[src/rtl/pipe_hazard_ctrl_if.sv]
// pipe_hazard_ctrl_if: hazard-control bundle between the 5-stage pipeline and
// pipe_hazard_ctrl.
//   master: pipeline side, drives the hazard inputs and consumes the controls.
//   slave : controller side.
//   Inputs : id_rs, id_rt, id_uses_rt, ex_mem_read, ex_wr_reg, ex_branch_taken,
//            mem_req, mem_ready
//   Outputs: pc_hold, {ifid,idex,exmem,memwb}_hold, {ifid,idex,exmem,memwb}_clear,
//            mem_timeout, stall_cycles[CNT_W-1:0]
interface pipe_hazard_ctrl_if #(
  parameter int unsigned CNT_W = 16
);
  logic [4:0]       id_rs;
  logic [4:0]       id_rt;
  logic             id_uses_rt;
  logic             ex_mem_read;
  logic [4:0]       ex_wr_reg;
  logic             ex_branch_taken;
  logic             mem_req;
  logic             mem_ready;
  logic             pc_hold;
  logic             ifid_hold;
  logic             idex_hold;
  logic             exmem_hold;
  logic             memwb_hold;
  logic             ifid_clear;
  logic             idex_clear;
  logic             exmem_clear;
  logic             memwb_clear;
  logic             mem_timeout;
  logic [CNT_W-1:0] stall_cycles;

  modport master (
    output id_rs, id_rt, id_uses_rt, ex_mem_read, ex_wr_reg, ex_branch_taken,
           mem_req, mem_ready,
    input  pc_hold, ifid_hold, idex_hold, exmem_hold, memwb_hold,
           ifid_clear, idex_clear, exmem_clear, memwb_clear,
           mem_timeout, stall_cycles
  );

  modport slave (
    input  id_rs, id_rt, id_uses_rt, ex_mem_read, ex_wr_reg, ex_branch_taken,
           mem_req, mem_ready,
    output pc_hold, ifid_hold, idex_hold, exmem_hold, memwb_hold,
           ifid_clear, idex_clear, exmem_clear, memwb_clear,
           mem_timeout, stall_cycles
  );
endinterface

[src/rtl/pipe_hazard_ctrl.sv]
// pipe_hazard_ctrl: hold/clear control for the IF/ID, ID/EX, EX/MEM, MEM/WB
// pipeline registers and the PC of the 5-stage MIPS core.
//   clk, rst_n : clock, asynchronous active-low reset
//   hz (slave) : hazard inputs in, hold/clear controls out (combinational),
//                mem_timeout (sticky, registered), stall_cycles (saturating,
//                registered count of pc_hold cycles)
// Handles load-use bubbles, taken-branch squash, and multi-cycle data-memory
// freezes; a memory access waiting past MEM_TIMEOUT cycles locks into ERROR.
module pipe_hazard_ctrl #(
  parameter int unsigned CNT_W       = 16,
  parameter int unsigned MEM_TIMEOUT = 15
) (
  input  logic               clk,
  input  logic               rst_n,
  pipe_hazard_ctrl_if.slave  hz
);

  typedef enum logic [1:0] {
    RUN      = 2'd0,
    MEM_WAIT = 2'd1,
    ERROR    = 2'd2
  } state_t;

  localparam logic [7:0] TIMEOUT = 8'(MEM_TIMEOUT);

  state_t           state, state_n;
  logic [7:0]       wait_cnt, wait_cnt_n;
  logic [CNT_W-1:0] stall_cnt;
  logic             timeout_q;

  logic lu;
  logic mem_stall;
  // One-hot action selected this cycle; outputs are decoded from these.
  logic act_mem, act_br, act_lu, act_err;

  assign lu = hz.ex_mem_read && (hz.ex_wr_reg != 5'd0) &&
              ((hz.ex_wr_reg == hz.id_rs) ||
               (hz.id_uses_rt && (hz.ex_wr_reg == hz.id_rt)));

  // A dropped mem_req while waiting counts as completion.
  assign mem_stall = hz.mem_req && !hz.mem_ready;

  always_comb begin
    state_n    = state;
    wait_cnt_n = wait_cnt;
    act_mem    = 1'b0;
    act_br     = 1'b0;
    act_lu     = 1'b0;
    act_err    = 1'b0;
    unique case (state)
      RUN, MEM_WAIT: begin
        if (mem_stall) begin
          act_mem = 1'b1;
          if (state == RUN) begin
            state_n    = MEM_WAIT;
            wait_cnt_n = 8'd1;
          end else if (wait_cnt == TIMEOUT) begin
            state_n = ERROR;
          end else begin
            wait_cnt_n = wait_cnt + 8'd1;
          end
        end else begin
          // Branch/load-use held behind a memory wait are resolved here, on
          // the release cycle, with normal RUN priority.
          if (hz.ex_branch_taken) act_br = 1'b1;
          else if (lu)            act_lu = 1'b1;
          state_n    = RUN;
          wait_cnt_n = 8'd0;
        end
      end
      ERROR: act_err = 1'b1;
      default: begin
        state_n    = RUN;
        wait_cnt_n = 8'd0;
      end
    endcase
  end

  always_comb begin
    if (!rst_n) begin
      hz.pc_hold     = 1'b0;
      hz.ifid_hold   = 1'b0;
      hz.idex_hold   = 1'b0;
      hz.exmem_hold  = 1'b0;
      hz.memwb_hold  = 1'b0;
      hz.ifid_clear  = 1'b1;
      hz.idex_clear  = 1'b1;
      hz.exmem_clear = 1'b1;
      hz.memwb_clear = 1'b1;
    end else begin
      hz.pc_hold     = act_mem | act_lu | act_err;
      hz.ifid_hold   = act_mem | act_lu | act_err;
      hz.idex_hold   = act_mem | act_err;
      hz.exmem_hold  = act_mem | act_err;
      hz.memwb_hold  = act_err;
      hz.ifid_clear  = act_br;
      hz.idex_clear  = act_br | act_lu;
      hz.exmem_clear = 1'b0;
      hz.memwb_clear = act_mem;
    end
  end

  always_ff @(posedge clk or negedge rst_n) begin
    if (!rst_n) begin
      state     <= RUN;
      wait_cnt  <= '0;
      stall_cnt <= '0;
      timeout_q <= 1'b0;
    end else begin
      state    <= state_n;
      wait_cnt <= wait_cnt_n;
      if (state_n == ERROR) timeout_q <= 1'b1;
      if (hz.pc_hold && (stall_cnt != '1)) stall_cnt <= stall_cnt + CNT_W'(1);
    end
  end

  assign hz.mem_timeout  = timeout_q;
  assign hz.stall_cycles = stall_cnt;

endmodule
[src/flat_wrapper.sv]
// flat-port wrapper written by rule: the top's interface ports become plain ports
module pipe_hazard_ctrl_flat 
#(
  parameter int unsigned CNT_W       = 16,
  parameter int unsigned MEM_TIMEOUT = 15
)
  (clk, rst_n, hz_id_rs, hz_id_rt, hz_id_uses_rt, hz_ex_mem_read, hz_ex_wr_reg, hz_ex_branch_taken, hz_mem_req, hz_mem_ready, hz_pc_hold, hz_ifid_hold, hz_idex_hold, hz_exmem_hold, hz_memwb_hold, hz_ifid_clear, hz_idex_clear, hz_exmem_clear, hz_memwb_clear, hz_mem_timeout, hz_stall_cycles);
  pipe_hazard_ctrl_if #(.CNT_W(CNT_W)) hz_i ();
  input  logic clk;
  input  logic rst_n;
  input wire logic [$bits(hz_i.id_rs)-1:0] hz_id_rs;
  input wire logic [$bits(hz_i.id_rt)-1:0] hz_id_rt;
  input wire logic [$bits(hz_i.id_uses_rt)-1:0] hz_id_uses_rt;
  input wire logic [$bits(hz_i.ex_mem_read)-1:0] hz_ex_mem_read;
  input wire logic [$bits(hz_i.ex_wr_reg)-1:0] hz_ex_wr_reg;
  input wire logic [$bits(hz_i.ex_branch_taken)-1:0] hz_ex_branch_taken;
  input wire logic [$bits(hz_i.mem_req)-1:0] hz_mem_req;
  input wire logic [$bits(hz_i.mem_ready)-1:0] hz_mem_ready;
  output wire logic [$bits(hz_i.pc_hold)-1:0] hz_pc_hold;
  output wire logic [$bits(hz_i.ifid_hold)-1:0] hz_ifid_hold;
  output wire logic [$bits(hz_i.idex_hold)-1:0] hz_idex_hold;
  output wire logic [$bits(hz_i.exmem_hold)-1:0] hz_exmem_hold;
  output wire logic [$bits(hz_i.memwb_hold)-1:0] hz_memwb_hold;
  output wire logic [$bits(hz_i.ifid_clear)-1:0] hz_ifid_clear;
  output wire logic [$bits(hz_i.idex_clear)-1:0] hz_idex_clear;
  output wire logic [$bits(hz_i.exmem_clear)-1:0] hz_exmem_clear;
  output wire logic [$bits(hz_i.memwb_clear)-1:0] hz_memwb_clear;
  output wire logic [$bits(hz_i.mem_timeout)-1:0] hz_mem_timeout;
  output wire logic [$bits(hz_i.stall_cycles)-1:0] hz_stall_cycles;
  assign hz_i.id_rs = hz_id_rs;
  assign hz_i.id_rt = hz_id_rt;
  assign hz_i.id_uses_rt = hz_id_uses_rt;
  assign hz_i.ex_mem_read = hz_ex_mem_read;
  assign hz_i.ex_wr_reg = hz_ex_wr_reg;
  assign hz_i.ex_branch_taken = hz_ex_branch_taken;
  assign hz_i.mem_req = hz_mem_req;
  assign hz_i.mem_ready = hz_mem_ready;
  assign hz_pc_hold = hz_i.pc_hold;
  assign hz_ifid_hold = hz_i.ifid_hold;
  assign hz_idex_hold = hz_i.idex_hold;
  assign hz_exmem_hold = hz_i.exmem_hold;
  assign hz_memwb_hold = hz_i.memwb_hold;
  assign hz_ifid_clear = hz_i.ifid_clear;
  assign hz_idex_clear = hz_i.idex_clear;
  assign hz_exmem_clear = hz_i.exmem_clear;
  assign hz_memwb_clear = hz_i.memwb_clear;
  assign hz_mem_timeout = hz_i.mem_timeout;
  assign hz_stall_cycles = hz_i.stall_cycles;
  pipe_hazard_ctrl #(.CNT_W(CNT_W), .MEM_TIMEOUT(MEM_TIMEOUT)) u_core (.clk(clk), .rst_n(rst_n), .hz(hz_i));
endmodule
[config.mk]
export PLATFORM = sky130hd
export DESIGN_NAME = pipe_hazard_ctrl_flat
export DESIGN_NICKNAME = d
export VERILOG_FILES = /design/src/rtl/pipe_hazard_ctrl_if.sv /design/src/rtl/pipe_hazard_ctrl.sv /design/src/flat_wrapper.sv
export SDC_FILE = /design/constraint.sdc
export NUM_CORES = 1
export LEC_CHECK = 0
export ABC_CLOCK_PERIOD_IN_PS = 2400
export CAP_MARGIN = 40
export CORE_ASPECT_RATIO = 0.5
export CORE_UTILIZATION = 40
export CTS_CLUSTER_DIAMETER = 80
export DETAILED_ROUTE_END_ITERATION = 8
export MAX_ROUTING_LAYER = met4
export PLACE_DENSITY = 0.74
export SLEW_MARGIN = 20
export SYNTH_ARGS = -nofsm -noshare
export SYNTH_HDL_FRONTEND = slang
export SYNTH_SLANG_ARGS = --single-unit
[constraint.sdc]
create_clock -name clk -period 2.4 [get_ports clk]
set_input_delay 0.24 -clock clk [delete_from_list [all_inputs] [get_ports clk]]
set_output_delay 0.24 -clock clk [all_outputs]
set_load 0.005 [all_outputs]
==> results.md <==
* FF/Latch Area at 676 µm²
* Status: finished, final reports clean
* Synth warn at 0
* WP data arrival at 2.02 ns
* Post-Synthesis Mean Instance Area at 9.71 µm²
* Remaining antenna violation count at 0
* CTS root buf: clkbuf_8
* Fin crit share at a little over nine tenths
* Dpl hpwl at about 2700 µm
* Total GRT Usage at between 10% and 20%
* NumNets Final at 239
* Max-cap viol count at 0
* PortBufs at 47
* Via count at 1337
* Max incr delay on CP at 0.53 ns
* Final Non-Filler Cells at 265
* Die width at 87.9 µm
* Synth unique cells at 34
* CP cell instances: clkdlybuf4s50_1 > or4_1 > nor2_1 > and4bb_4 > a21boi_4 > nor2_1 > dlygate4sd2_1
* Htree depth at 1
* Leak at 0.000926 µW
* CTS tree: yes
* Layout cells sized above 1 at 11.2%
* Sequential-to-total area share from yosys stat at 45.8%
* Vias in the first global route at 1219
* Flop2flop setup slack at 0.45 ns
* Antenna cells at 0
* Worst VDD drop at 338 µV
* Number of fill cells in the layout at 293
* Cells after DPL at 260
* Longest Clk Path Bufs at 2
* Crit path launch type: primary input
* Max Clk Rate at roughly 440 MHz
* Clock skew at 0.00540 ns
* DIE AREA at 3950 µm²
* Final min period at around 2.3 ns
* Drt total wl at between 3000 and 4000 µm
* Total grt overflow at 0
* Ys flop type: dfrtp_1
* Final setup fails at 0
* Chip height at ~45 µm
* First-pass GRT wire length at around 5300 µm
* Clock Pin Slew Worst Setup and Hold Paths at 0.09 ns
* Crit path kind: in2out
* Synthesis-to-layout area growth at 45.0%
* WL/cell at approximately 13 µm
* Placer congestion estimate at around 0.84
* Slew Viols, Final at 0
* Async set-reset flop share out of synthesis at 100%
* Mapped Nets at 176
* DR iter-0 viols at 34
* CTS Buf Count at 3
* Area of the multi-input gates at 757 µm²
* Routed vias/inst at 5.05
* Post-synthesis cell area at 1480 µm²
* Number of synthesized flops with an enable pin at 0
* IO Pins at 48
* CP max-delay cell: or4_1
* Core area at 3470 µm²
* Hold Slack at 0.399 ns
* DR DRC count at 0
* Flops & latches, synth at 27
* Rows at 15
* Clk_lat worst skew at approximately 0.28 ns
* Initial antenna violation count at 0
* Clock sinks at 27
* TritonRoute pass-1 iters at 4
* Hold Vio Cnt, Final at 0
* Initial core utilization at 42.5%
* Dpl cell area at ~2100 µm²
* Worst slew margin at 72.2%
* PwrDens at about 540 nW/µm²
* Worst EP required at 2.16 ns
* Hold-fix buffers, CTS at 0
* Post-route cell area at ~2100 µm²
* Synth Instances at 152
* RSZ-0062 raised after global routing: false
* Worst slew pin tran at between 0.4 and 0.5 ns
* Cell mode on critical path: nor2_1
* Worst hold path type: in2async
* Largest net degree at the start of global routing at 24
* Place WS at -0.135 ns
* Critical-path maximum fanout at 3
* Buf+Inv Stages, Crit Path at 2
* Worst setup margin at about 0.14 ns
* CP top delay family: simple AND/OR/NAND/NOR gates
* CP endpoint kind: output port
==> per-layer routing <==
layer,share of wire (%),track usage [%],vias to the layer above
li1,-,-,660
met1,46,22.2,657
met2,51,31.5,18
met3,2.4,4.57,2
met4,0.57,4.59,0
met5,0,-,-
==> layout by cell type (no fill, tap or decap), drive strengths merged, types with 2 or more instances in the layout <==
cell / synthesis / final
clkbuf: 1 / 3
o21ai: 11 / 11
buf: 3 / 15
clkdlybuf4s50: 0 / 44
xnor2: 20 / 20
nor2: 12 / 12
nand3: 12 / 12
nor3: 2 / 2
mux2: 3 / 3
a21oi: 2 / 2
nand4: 8 / 8
inv: 4 / 4
a31oi: 2 / 2
dlygate4sd2: 0 / 3
nand2: 15 / 15
xor2: 3 / 3
and3: 8 / 8
dfrtp: 27 / 27
ha: 2 / 2
o22ai: 3 / 3
==> report_power, final <==
group          switching [µW]  internal, µW
sequential               73.6           511
combinational             103           206
clock                     149           118
total                     325           835
==> synthesized netlist by cell type (all sizes together), types with 2 or more instances <==
master   n  area share, %
mux2     3            2.3
dfrtp   27             46
and3     8            3.4
nand3   12            4.1
o21ai   11            3.7
nor3     2           0.68
buf      3            1.8
nand2   15            3.8
a31oi    2           0.85
a21oi    2           0.68
nor2    12            3.1
xor2     3            1.8
o22ai    3            1.3
inv      4            1.0
xnor2   20             12
nand4    8            3.4
ha       2            1.7
==> through the flow <==
| stage | util (%) | total power, µW | setup TNS, ns |
|---|---|---|---|
| 6_report | 61.6 | 1160 | 0 |
| 5_1_grt | 61.6 | 1230 | 0 |
| 4_1_cts | 61.5 | 1180 | 0 |
| 3_5_place_dp | 60.0 | 908 | -0.621 |
| 3_3_place_gp | 60.0 | 902 | -0.242 |
| 2_1_floorplan | - | 700 | 0 |
==> path summary, 6_finish.rpt <==
check,start,to,cells past startpoint
min,rst_n,u_core.wait_cnt[7],2
max,hz_ex_wr_reg[0],hz_pc_hold,7
min reg2reg,u_core.hz.mem_timeout,u_core.hz.mem_timeout,1
max reg2reg,u_core.wait_cnt[0],u_core.wait_cnt[6],8
min in group clk,u_core.hz.mem_timeout,u_core.hz.mem_timeout,1
max in group asynchronous,rst_n,u_core.state[0],2
==> layout make-up <==
type,count,share of cell area [%]
Clock buffer,3,1.93
Tap cell,51,2.98
Inverter,4,0.702
Timing Repair Buffer,62,27.1
Multi-Input combinational cell,117,35.4
Clock inverter,1,0.351
Sequential cell,27,31.6
==> registers in the layout (all words and copies together), names as in the netlist <==
name                    flops
u_core.state                2
u_core.wait_cnt             8
u_core.hz.stall_cycles     16
u_core.hz.mem_timeout       1
==> cells by family after synthesis <==
logic type | Yosys count | share of synthesized area, %
AOI/OAI and AO/OA | 23 | 9.92
xor gates and xnor gates | 23 | 13.7
and+or+nand+nor | 65 | 22.9
adders and majority gates | 2 | 1.70
buffers and inverters | 8 | 3.05
muxes | 4 | 2.97
DFF | 27 | 45.8
==> timing repair <==
action                     4_1_cts  5_1_grt
setup endpoints to repair        3        6
pin swaps                        1        0
gates resized for setup          3        1
buffers inserted                 1        0
hold endpoints to repair         0        0
Power figures use the tool's default switching activity.
==> RTL edit (same flow settings) <==
`CNT_W` is set to 16 in 3 places; all go to 32.
--- a/src/rtl/pipe_hazard_ctrl_if.sv
+++ b/src/rtl/pipe_hazard_ctrl_if.sv
@@ -7,7 +7,7 @@
 //   Outputs: pc_hold, {ifid,idex,exmem,memwb}_hold, {ifid,idex,exmem,memwb}_clear,
 //            mem_timeout, stall_cycles[CNT_W-1:0]
 interface pipe_hazard_ctrl_if #(
-  parameter int unsigned CNT_W = 16
+  parameter int unsigned CNT_W = 32
 );
   logic [4:0]       id_rs;
   logic [4:0]       id_rt;
--- a/src/rtl/pipe_hazard_ctrl.sv
+++ b/src/rtl/pipe_hazard_ctrl.sv
@@ -7,7 +7,7 @@
 // Handles load-use bubbles, taken-branch squash, and multi-cycle data-memory
 // freezes; a memory access waiting past MEM_TIMEOUT cycles locks into ERROR.
 module pipe_hazard_ctrl #(
-  parameter int unsigned CNT_W       = 16,
+  parameter int unsigned CNT_W       = 32,
   parameter int unsigned MEM_TIMEOUT = 15
 ) (
   input  logic               clk,
--- a/src/flat_wrapper.sv
+++ b/src/flat_wrapper.sv
@@ -1,7 +1,7 @@
 // flat-port wrapper written by rule: the top's interface ports become plain ports
 module pipe_hazard_ctrl_flat 
 #(
-  parameter int unsigned CNT_W       = 16,
+  parameter int unsigned CNT_W       = 32,
   parameter int unsigned MEM_TIMEOUT = 15
 )
   (clk, rst_n, hz_id_rs, hz_id_rt, hz_id_uses_rt, hz_ex_mem_read, hz_ex_wr_reg, hz_ex_branch_taken, hz_mem_req, hz_mem_ready, hz_pc_hold, hz_ifid_hold, hz_idex_hold, hz_exmem_hold, hz_memwb_hold, hz_ifid_clear, hz_idex_clear, hz_exmem_clear, hz_memwb_clear, hz_mem_timeout, hz_stall_cycles);
Ports: changed (resized hz_stall_cycles); port bits go from 48 to 64. The function was not compared with the original's and may differ.
==> RTL edit against the original RTL <==
Wire length grew 44%; largest cell class unchanged; combinational power down 26%; critical path depth shrank 1; sequential power rose by 37%; die area up 47%; setup slack lost 0.099 ns; synthesized area grew 49%; largest power group unchanged; final area is 42% higher; global-route usage shrank 0.63 points; power is 25% higher; sequential cell count increased by 16; clock skew is 0.0018 ns higher; sequential share of layout area rose by 3.9 points.
==> RTL edit: results (changes against the original RTL) <==
\begin{tabular}{lr}
\hline
Metric & Value \\
\hline
\multicolumn{2}{l}{\textbf{Routing}} \\
\quad Met3 wire len & 168 um (was 79 um) \\
\quad Metal2 WL & 2.40 mm (was 1.71 mm) \\
\quad Mean number of vias per cell & 5.12 (was 5.05) \\
\quad Average wire per standard cell & 13.8 um (was 12.6 um) \\
\quad Post-route met1 wirelength & 2.19 mm (was 1.52 mm) \\
\multicolumn{2}{l}{\textbf{Layout}} \\
\quad Non-filler cells, final & 349 (was 265) \\
\quad Fraction of final layout cells sized beyond drive strength 1 & 0.0824 (was 0.112) \\
\quad Filler cell count in the final layout & 434 (was 293) \\
\quad Net count, final & 304 (was 239) \\
\quad Max FFs per register & 32 (was 16) \\
\quad Design area & 3040 um2 (was 2140 um2) \\
\multicolumn{2}{l}{\textbf{Status}} \\
\quad Outcome & completed (unchanged) \\
\multicolumn{2}{l}{\textbf{Clock tree}} \\
\quad CTS hold repair buffers & 1 (was 0) \\
\quad Number of CTS-inserted buffers & 5 (was 3) \\
\quad Post-CTS Setup Bufs & 0 (was 1) \\
\multicolumn{2}{l}{\textbf{Logic synthesis}} \\
\quad Most area-consuming cells after synthesis & sky130\_fd\_sc\_hd\_\_dfrtp\_1, sky130\_fd\_sc\_hd\_\_xnor2\_1, sky130\_fd\_sc\_hd\_\_nand4\_1, sky130\_fd\_sc\_hd\_\_nand3\_1, sky130\_fd\_sc\_hd\_\_and3\_1 (was sky130\_fd\_sc\_hd\_\_dfrtp\_1, sky130\_fd\_sc\_hd\_\_xnor2\_1, sky130\_fd\_sc\_hd\_\_nand3\_1, sky130\_fd\_sc\_hd\_\_nand2\_1, sky130\_fd\_sc\_hd\_\_o21ai\_0) \\
\quad Syn Inst Count & 208 (was 152) \\
\quad Share of the yosys chip area belonging to registers & 0.491 (was 0.458) \\
\multicolumn{2}{l}{\textbf{Global route}} \\
\quad Met3 track demand over resource & 0.0345 (was 0.0457) \\
\quad Number of global-route vias before repair & 1738 (was 1219) \\
\multicolumn{2}{l}{\textbf{Power}} \\
\quad Leakage & 0.00126 uW (was 0.000926 uW) \\
\quad Power Internal & 1090 uW (was 835 uW) \\
\quad Worst ir drop on vdd & 0.000247 V (was 0.000338 V) \\
\multicolumn{2}{l}{\textbf{Critical path}} \\
\quad Arrival time reported for the critical path endpoint & 2.12 ns (was 2.02 ns) \\
\multicolumn{2}{l}{\textbf{Timing}} \\
\quad Worst clock skew on the final layout & 0.00717 ns (was 0.00540 ns) \\
\quad Relative max-transition margin & 0.671 (was 0.722) \\
\multicolumn{2}{l}{\textbf{Placed design}} \\
\quad Final weighted congestion in routability-driven placement & 0.861 (was 0.840) \\
\quad \# placed instances & 342 (was 260) \\
\hline
\end{tabular}
==> RTL edit: changes by cell type after synthesis, sizes merged, moves of 3 or more <==
cell / delta
xnor2: +20
dfrtp: +16
nand4: +12
o21ai: -9
nand3: +4
xor2: +4
and3: +3
buf: +3
==> RTL edit: logic make-up (layout without fill, tap and decap cells) <==
family | after synthesis | in the layout | synth area share
AO/OA/AOI/OAI | 13 | 13 | 0.0428
XOR/XNOR | 47 | 47 | 0.188
adder cells (fa/ha/maj) | 2 | 2 | 0.0114
buffers and inverters | 10 | 81 | 0.0314
flip-flops | 43 | 43 | 0.491
multiplexers | 1 | 1 | 0.00513
AND/OR/NAND/NOR | 92 | 92 | 0.231
==> RTL edit: layout make-up <==
type	count	area share
Inverter	4	0.00494
Clock inverter	1	0.00247
Timing Repair Buffer	71	0.232
Clock buffer	5	0.0227
Sequential cell	43	0.354
Multi-Input combinational cell	155	0.355
Tap cell	70	0.0288
==> RTL edit: power by group through the flow <==
stage	combinational (uW)	clock, uW	sequential, uW
2_1_floorplan	81.7	0	812
3_3_place_gp	220	0	818
3_5_place_dp	228	0	819
4_1_cts	230	438	805
5_1_grt	251	465	812
6_report	230	422	804
==> RTL edit: worst paths after layout <==
path	start	endpoint	slack [ns]	cells past startpoint
setup reg to reg	u_core.hz.stall_cycles[0]	u_core.hz.stall_cycles[1]	0.25	7
max in group asynchronous	rst_n	u_core.wait_cnt[1]	1.31	3
setup / recovery	hz_ex_wr_reg[3]	hz_ifid_hold	0.04	6
min in group clk	u_core.hz.mem_timeout	u_core.hz.mem_timeout	0.48	1
hold reg to reg	u_core.hz.mem_timeout	u_core.hz.mem_timeout	0.48	1
hold / removal	rst_n	u_core.state[0]	0.35	2
